File: src/rtl/leaf_pkg.sv
// Shared types and defaults for the leaf2 lane-merge receive path.
// Latency: n/a (types and constants only).
// Backpressure: n/a.
package leaf_pkg;

  typedef enum logic {LANE0 = 1'b0, LANE1 = 1'b1} lane_e;

  typedef enum logic {RUN = 1'b0, ERR = 1'b1} merge_state_e;

  localparam int LEAF_FIFO_DEPTH_DEF = 4;
  localparam int LEAF_CNT_W_DEF      = 16;

endpackage

File: src/rtl/leaf_lane_fifo.sv
// 1-bit synchronous FIFO holding one lane's bits until the merger wants them.
// Latency: a pushed bit is visible at head one edge after it is written.
// Backpressure: none upstream; pushes while full are ignored, pops while empty are ignored.
module leaf_lane_fifo
  import leaf_pkg::*;
#(
  parameter int DEPTH = LEAF_FIFO_DEPTH_DEF
) (
  input  logic clk,
  input  logic rst_n,
  input  logic flush,
  input  logic push,
  input  logic din,
  input  logic pop,
  output logic full,
  output logic empty,
  output logic head
);

  localparam int AW = $clog2(DEPTH);

  // Extra MSB on each pointer distinguishes full from empty when indices match.
  logic [AW:0]      wr_ptr;
  logic [AW:0]      rd_ptr;
  logic [DEPTH-1:0] mem;

  assign empty = (wr_ptr == rd_ptr);
  assign full  = (wr_ptr[AW] != rd_ptr[AW]) && (wr_ptr[AW-1:0] == rd_ptr[AW-1:0]);
  assign head  = mem[rd_ptr[AW-1:0]];

  // Pointer update; full/empty are judged on pre-edge pointers, so a pop never frees room for a same-edge push.
  always_ff @(posedge clk or negedge rst_n) begin
    if (!rst_n) begin
      wr_ptr <= '0;
      rd_ptr <= '0;
    end else if (flush) begin
      wr_ptr <= '0;
      rd_ptr <= '0;
    end else begin
      if (push && !full) wr_ptr <= wr_ptr + 1'b1;
      if (pop && !empty) rd_ptr <= rd_ptr + 1'b1;
    end
  end

  // Storage needs no reset: empty pointers make stale contents unreachable.
  always_ff @(posedge clk) begin
    if (push && !full && !flush) mem[wr_ptr[AW-1:0]] <= din;
  end

endmodule

File: src/rtl/leaf_merge.sv
// Recombines the two leaf2 serial lanes into one stream in strict lane0,lane1 order.
// Latency: bit pushed at edge t into the expected lane's empty FIFO appears at edge t+1.
// Backpressure: none; a push into a full lane FIFO drops the bit, sets sticky ovf_err and freezes in ERR until clr.
module leaf_merge
  import leaf_pkg::*;
#(
  parameter int DEPTH = LEAF_FIFO_DEPTH_DEF,
  parameter int CNT_W = LEAF_CNT_W_DEF
) (
  input  logic             clk,
  input  logic             rst_n,
  input  logic             in0,
  input  logic             in0_vld,
  input  logic             in1,
  input  logic             in1_vld,
  input  logic             clr,
  output logic             out,
  output logic             out_vld,
  output logic             lane_sel,
  output logic             ovf_err,
  output logic [CNT_W-1:0] bit_cnt
);

  merge_state_e state;
  lane_e        nxt_lane;

  logic full0, empty0, head0;
  logic full1, empty1, head1;
  logic accept;
  logic push0, push1;
  logic pop0, pop1;
  logic do_pop;
  logic head_sel;
  logic ovf;

  // clr beats any same-cycle traffic; ERR freezes both FIFOs.
  assign accept   = (state == RUN) && !clr;
  assign push0    = accept && in0_vld;
  assign push1    = accept && in1_vld;
  assign ovf      = accept && ((in0_vld && full0) || (in1_vld && full1));
  assign do_pop   = accept && ((nxt_lane == LANE0) ? !empty0 : !empty1);
  assign pop0     = do_pop && (nxt_lane == LANE0);
  assign pop1     = do_pop && (nxt_lane == LANE1);
  assign head_sel = (nxt_lane == LANE0) ? head0 : head1;

  leaf_lane_fifo #(.DEPTH(DEPTH)) u_fifo0 (
    .clk   (clk),
    .rst_n (rst_n),
    .flush (clr),
    .push  (push0),
    .din   (in0),
    .pop   (pop0),
    .full  (full0),
    .empty (empty0),
    .head  (head0)
  );

  leaf_lane_fifo #(.DEPTH(DEPTH)) u_fifo1 (
    .clk   (clk),
    .rst_n (rst_n),
    .flush (clr),
    .push  (push1),
    .din   (in1),
    .pop   (pop1),
    .full  (full1),
    .empty (empty1),
    .head  (head1)
  );

  // Merge FSM: ordered pop, output register, delivered-bit counter and sticky overflow.
  always_ff @(posedge clk or negedge rst_n) begin
    if (!rst_n) begin
      state    <= RUN;
      nxt_lane <= LANE0;
      out      <= 1'b0;
      out_vld  <= 1'b0;
      lane_sel <= 1'b0;
      ovf_err  <= 1'b0;
      bit_cnt  <= '0;
    end else if (clr) begin
      state    <= RUN;
      nxt_lane <= LANE0;
      out_vld  <= 1'b0;
      ovf_err  <= 1'b0;
      bit_cnt  <= '0;
    end else begin
      case (state)
        RUN: begin
          if (do_pop) begin
            out      <= head_sel;
            out_vld  <= 1'b1;
            lane_sel <= nxt_lane;
            nxt_lane <= (nxt_lane == LANE0) ? LANE1 : LANE0;
            bit_cnt  <= bit_cnt + CNT_W'(1);
          end else begin
            out_vld <= 1'b0;
          end
          if (ovf) begin
            state   <= ERR;
            ovf_err <= 1'b1;
          end
        end
        default: begin
          out_vld <= 1'b0;
        end
      endcase
    end
  end

endmodule

File: config.mk
export PLATFORM = sky130hd
export DESIGN_NAME = leaf_merge
export DESIGN_NICKNAME = d
export VERILOG_FILES = /design/src/rtl/leaf_pkg.sv /design/src/rtl/leaf_lane_fifo.sv /design/src/rtl/leaf_merge.sv
export SDC_FILE = /design/constraint.sdc
export NUM_CORES = 1
export LEC_CHECK = 0
export CAP_MARGIN = 5
export CORE_MARGIN = 5
export CORE_UTILIZATION = 55
export DETAILED_ROUTE_END_ITERATION = 8
export HOLD_SLACK_MARGIN = 0.03
export PLACE_DENSITY_LB_ADDON = 0.25
export SLEW_MARGIN = 10
export SYNTH_ARGS = -nofsm -noshare
export SYNTH_HDL_FRONTEND = slang
export SYNTH_SLANG_ARGS = --single-unit
File: constraint.sdc
create_clock -name clk -period 2.2 [get_ports clk]
set_input_delay 0.66 -clock clk [delete_from_list [all_inputs] [get_ports clk]]
set_output_delay 0.66 -clock clk [all_outputs]
set_load 0.01 [all_outputs]
==> run metrics, run 1 <==
critical path's top delay family=buffers and inverters; fin. max-slew vios=0; Slew headroom=65.10%; Net Sw Frac=33.55%; Num CTS Buffers=5; CP Launch Type=flip-flop; row count=23; Worst VDD drop=0.4638 mV; nets=265; clock root buffer=clkbuf_8; die area=5674 sq um; DP Wirelength=about 3.3 mm; 1st-pass router iterations=4; via/cell ratio=5.765; First DRT Iteration DRCs=173; layout cells sized above 1=14.92%; Pleak=1.208 nW; Synth Instances=~220; Main synth FF type=dfrtp_1; syn_nets=between 200 and 250; WS Path Type=flip-flop to output pin; Syn Std Cell Area=2347 sq um; I/O pin total=27; TritonCTS clock tree=done; sequential share of power=46.7%; Post-synth ARST share=80.95%; worst path required time=~1.5 ns; slowest CP cell=clkdlybuf4s50_1; wire length per cell=15.93 um; Worst-Margin Slew=0.5226 ns; Cell Int Power=1.363 mW; maximum clock path buffer count=2; first-pass GRT wire length=around 7.8 mm; Die X=between 70 and 80 um; post-CTS resize count=0; register area=1091 sq um; max-capacitance violation count=0; Worst Path Buf+Inv=1; setup TNS=0 ns; Hold Vio Cnt, Final=0; Antenna Nets Post-Route=0; CP peak stage delay=0.59 ns; CP endpoint kind=output pin; outcome=finished clean; hold buffer count at CTS=0; Placed Instances=290; area of the multi-input gates=~1200 sq um; RSZ-0062 raised after global routing=false; clock slew at reported path FFs=0.08 ns; grt ovf=0; combinational share of power=29.9%; final WL=4.746 mm; number of global-route vias before repair=1,643; CTS Sinks=42; DRC=0; crit path max fanout=7; final cell count without fillers=298; Worst-Skew Late Latency=0.30 ns; antenna violations before repair=0; Hold WC Path Type=flip-flop to flip-flop; filler instances=297; GP Congestion=0.8049; Seq/Total Area, Yosys=46.48%; DIE HEIGHT=between 70 and 80 um; Fin Hold WS=0.5077 ns; library cells used by synthesis=40; EDFF count, synth=8; largest net degree at the start of global routing=35; CTS HTree Levels=2; Tcrit/Tclk final=90.29%; Post-Syn Area per Cell=10.82 sq um; Clock power frac=23.4%; crit path cell chain=clkdlybuf4s50_1; min cycle time layout=about 2 ns; Syn. warnings=0; Post-Route Skew=0.008128 ns; DR vias=1,718; Layout area overhead=18.55%; Seq cells post-synth=42; endpoints failing setup=0; PwrDens=roughly 740 nW/um^2; total core area=4058 sq um; Initial Utilization=between 50 and 60%; Total GRT Usage=18.54%; sw power=688.3 uW; Max Freq=slightly above 500 MHz; setup bufs post-CTS=0; worst path arrival time=~1.3 ns; fin util=about 70%; Antenna Cells=0; IO Port Bufs=26
==> through the flow <==
step / power [mW] / area (sq um) / worst slack (ns)
global route: 2.174 / 2783 / 0.1222
CTS: 2.065 / 2783 / 0.2074
global placement: 1.575 / 2701 / -0.03399
finish: 2.051 / 2783 / 0.2136
floorplan: 1.350 / 2347 / 0.2399
detailed placement: 1.590 / 2701 / -0.08102
==> metal layers <==
metal  track usage [%]  routed length [um]
met4             8.350                  99
met3             3.826                 206
met2             28.67                2214
met1             25.26                2225
met5                 0                   0
==> power by group through the flow <==
stage	clock (mW)	combinational [mW]	sequential [mW]
floorplan	0	0.375	0.975
finish	0.480	0.613	0.959
detailed placement	0	0.614	0.976
global route	0.519	0.683	0.972
global placement	0	0.598	0.977
CTS	0.488	0.617	0.961
==> flip-flops by register name, summed over array words and instances, names as in the netlist <==
name	flops
u_fifo1.mem	4
u_fifo0.mem	4
bit_cnt	16
nxt_lane	1
state	1
u_fifo1.wr_ptr	3
u_fifo0.rd_ptr	3
ovf_err	1
lane_sel	1
u_fifo1.rd_ptr	3
u_fifo0.wr_ptr	3
out_vld	1
out	1
==> Yosys cell counts, types with 3 or more instances <==
library cell / number / area (sq um)
buf_2: 3 / 15.01
and2_1: 8 / 50.05
ha_1: 11 / 137.6
nand4_1: 8 / 50.05
nor2_1: 17 / 63.81
xor2_1: 3 / 26.28
nand2_1: 15 / 56.30
clkbuf_1: 6 / 22.52
nor4_1: 10 / 62.56
dfrtp_1: 34 / 850.8
o311a_1: 3 / 30.03
edfxtp_1: 8 / 240.2
o311ai_0: 3 / 26.28
o31ai_1: 4 / 30.03
and3_1: 4 / 25.02
mux2_2: 11 / 123.9
buf_1: 4 / 15.01
xnor2_1: 3 / 26.28
nand3_1: 4 / 20.02
inv_1: 10 / 37.54
xor2_2: 4 / 65.06
nor2b_1: 11 / 68.82
nor3_1: 5 / 25.02
mux2i_1: 7 / 70.07
==> final cells by class <==
class                      instances  area share, %
tap                               50          2.248
sequential                        42          39.21
timing repair buffer              37          12.32
clock inverter                     2         0.3147
multi-input combinational        151          41.95
clock buffer                       6          2.608
inverter                          10          1.349
==> logic make-up after synthesis <==
| logic type | synth area share, % |
|---|---|
| fa+ha+maj | 5.863 |
| xor+xnor | 5.011 |
| buf+inv | 4.317 |
| simple gates | 20.15 |
| compound gates | 7.677 |
| flops | 46.48 |
| mux | 10.50 |
==> worst reg2reg max path: stages, from the launching register on <==
cell,delay (ns)
dfrtp_1,0.47
xor2_2,0.30
nor4_2,0.07
buf_4,0.21
nor4_1,0.38
mux2_2,0.38
==> worst paths after layout <==
check	startpoint	to	slack [ns]	cells after the start
worst max-delay path	bit_cnt[10]$_DFFE_PN0P_	bit_cnt[10]	0.21	1
worst min-delay path	lane_sel$_DFFE_PN0P_	lane_sel$_DFFE_PN0P_	0.51	1
worst max register to register	u_fifo0.wr_ptr[0]$_DFFE_PN0P_	bit_cnt[12]$_DFFE_PN0P_	0.29	5
worst min register to register	lane_sel$_DFFE_PN0P_	lane_sel$_DFFE_PN0P_	0.51	1
max in group asynchronous	rst_n	bit_cnt[14]$_DFFE_PN0P_	1.11	2
min in group asynchronous	rst_n	u_fifo1.wr_ptr[2]$_DFFE_PN0P_	0.76	2
==> cells in the final DEF (no fill, tap or decap), types with 2 or more instances in the layout <==
| master | synthesis | layout |
|---|---|---|
| and4_1 | 2 | 2 |
| nand2_1 | 15 | 15 |
| o41ai_1 | 2 | 2 |
| and3_1 | 4 | 4 |
| nand4_1 | 8 | 8 |
| xor2_1 | 3 | 3 |
| mux2i_1 | 7 | 7 |
| nand3_1 | 4 | 4 |
| nor2b_1 | 11 | 11 |
| o311ai_0 | 3 | 3 |
| o21ai_0 | 2 | 2 |
| ha_1 | 11 | 11 |
| clkbuf_8 | 0 | 5 |
| and2_1 | 8 | 8 |
| edfxtp_1 | 8 | 8 |
| nor2_1 | 17 | 17 |
| dfrtp_1 | 34 | 34 |
| nor4_2 | 0 | 2 |
| o311a_1 | 3 | 3 |
| mux4_1 | 2 | 2 |
| nor3_1 | 5 | 5 |
| clkdlybuf4s50_1 | 0 | 26 |
| xnor2_1 | 3 | 3 |
| a21oi_1 | 2 | 2 |
| inv_1 | 10 | 10 |
| o31ai_1 | 4 | 4 |
| buf_4 | 0 | 11 |
| xor2_2 | 4 | 4 |
| nor4_1 | 10 | 8 |
| mux2_2 | 11 | 11 |
Note: power is estimated with default switching activity, not from simulation.
==> run 2: changes to the inputs <==
--- a/config.mk
+++ b/config.mk
@@ -7,7 +7,7 @@
 export LEC_CHECK = 0
 export CAP_MARGIN = 5
 export CORE_MARGIN = 5
-export CORE_UTILIZATION = 55
+export CORE_UTILIZATION = 40
 export DETAILED_ROUTE_END_ITERATION = 8
 export HOLD_SLACK_MARGIN = 0.03
 export PLACE_DENSITY_LB_ADDON = 0.25
==> run metrics, run 2 (synthesis results as in run 1) <==
WS Path Type=flip-flop to output pin; hold depth=1; DP Wirelength=~3.4 mm; Max Freq=499.5 MHz; DIE HEIGHT=86.61 um; Total GRT Usage=13.80%; Hold Path Sink=ovf_err$_DFFE_PN0P_; RSZ-0062 raised after global routing=false; Antenna Nets Post-Route=0; Hold WC Path Type=flip-flop to flip-flop; worst path required time=1.54 ns; Pleak=1.221 nW; clock slew at reported path FFs=0.08 ns; Post-Route Skew=0.003857 ns; CTS Sinks=42; via/cell ratio=5.259; endpoints failing setup=0; R2R Path End=bit_cnt[12]$_DFFE_PN0P_; PwrDens=around 740 nW/um^2; Worst path depth=1; nets=roughly 270; DRC=0; post-route cell area=2848 sq um; DR vias=1,704; CP endpoint kind=output pin; R2R cell count=5; Hold Vio Cnt, Final=0; First DRT Iteration DRCs=139; GP Congestion=approximately 0.76; post-CTS resize count=0; Antenna Cells=0; final WL=slightly below 5 mm; Num CTS Buffers=5; setup bufs post-CTS=0; commonest non-fill, non-tap cell in the layout=dfrtp_1; Slew headroom=around 69%; DP Area=about 2800 sq um; outcome=finished clean; crit path cell chain=clkdlybuf4s50_1; slowest CP cell=clkdlybuf4s50_1; CP peak stage delay=about 0.58 ns; fin. max-slew vios=0; Placed Instances=316; min cycle time layout=between 2 and 2.5 ns; Worst Path Buf+Inv=1; wire length per cell=about 15 um; Pwr Total=2.119 mW; grt ovf=0; antenna violations before repair=0; 1st-pass router iterations=4; CTS HTree Levels=2; Initial Utilization=40.36%; Fin Hold WS=0.5200 ns; Die X=86.61 um; Layout area overhead=21.32%; worst path arrival time=around 1.3 ns; row count=28; first-pass GRT wire length=8.176 mm; critical path's top delay family=buffers and inverters; CP Launch Type=flip-flop; origin of the critical flop-to-flop path=bit_cnt[0]$_DFFE_PN0P_; max-capacitance violation count=0; number of global-route vias before repair=1,660; die area=about 7500 sq um; Tcrit/Tclk final=91.01%; hold buffer count at CTS=0; Worst-Skew Late Latency=just under 0.3 ns; hold path start=ovf_err$_DFFE_PN0P_; maximum clock path buffer count=2; TritonCTS clock tree=done; commonest cells after routing, fill and taps aside=34 x dfrtp_1, 26 x clkdlybuf4s50_1, 17 x nor2_1, 15 x nand2_1; Largest register FFs=16; largest register by flop count=bit_cnt; setup TNS=0 ns; IO Port Bufs=26; reg2reg setup slack=0.26 ns; crit path max fanout=7; total core area=between 5000 and 6000 sq um; I/O pin total=27; filler instances=~560; Worst VDD drop=~0.46 mV; layout cells sized above 1=16.06%; final cell count without fillers=324; Worst-Margin Slew=0.4661 ns; largest net degree at the start of global routing=35; clock root buffer=clkbuf_8
[run 2: cell count changes in the layout (fill, tap and decap cells not counted)]
cell / previous run / this run
buf_12: 0 / 1
clkbuf_1: 1 / 0
clkbuf_8: 5 / 6
clkinv_1: 1 / 0
clkinvlp_4: 0 / 1
[run 2: where the power goes]
part,leakage (nW),switching (mW),internal (mW)
clock,0.0472,0.270,0.252
combinational,0.636,0.339,0.291
sequential,0.538,0.0950,0.871
[run 2: metal layers]
metal	vias to the layer above	routed length, um	track usage [%]
li1	843	-	-
met1	835	2312	18.95
met2	22	2311	22.25
met3	4	136	2.757
met4	0	47	3.683
met5	-	0	0
[run 2: worst max-delay path by stage]
stage,end,slack (ns),start
2_1_floorplan,u_fifo1.mem[3]$_DFFE_PP_,0.24,clr
3_3_place_gp,bit_cnt[15]$_DFFE_PN0P_,-0.05,clr
3_5_place_dp,bit_cnt[15]$_DFFE_PN0P_,-0.07,clr
4_1_cts,bit_cnt[10],0.19,bit_cnt[10]$_DFFE_PN0P_
5_1_grt,bit_cnt[12]$_DFFE_PN0P_,0.1,bit_cnt[0]$_DFFE_PN0P_
6_report,bit_cnt[10],0.20,bit_cnt[10]$_DFFE_PN0P_
[run 2: final cells by class]
| class | count | area (sq um) | share of cell area, % |
|---|---|---|---|
| clock buffers | 6 | 82.58 | 2.900 |
| clock inverters | 2 | 12.51 | 0.4394 |
| inverters | 10 | 37.54 | 1.318 |
| multi-input cells | 151 | 1167 | 40.99 |
| flip-flops and latches | 42 | 1091 | 38.31 |
| well taps | 75 | 93.84 | 3.295 |
| repair buffers | 38 | 362.8 | 12.74 |
[run 2: per-stage QoR]
step / util [%] / worst slack [ns]
floorplan: - / 0.2399
global placement: 47.33 / -0.04904
detailed placement: 47.33 / -0.07454
CTS: 48.97 / 0.1875
global route: 48.97 / 0.09798
finish: 48.97 / 0.1978
==> run 3: changes to the inputs <==
--- a/config.mk
+++ b/config.mk
@@ -5,7 +5,6 @@
 export SDC_FILE = /design/constraint.sdc
 export NUM_CORES = 1
 export LEC_CHECK = 0
-export CAP_MARGIN = 5
 export CORE_MARGIN = 5
 export CORE_UTILIZATION = 40
 export DETAILED_ROUTE_END_ITERATION = 8
==> results of run 3 <==
The final DEF is identical to that of run 2; final timing and power are the same.
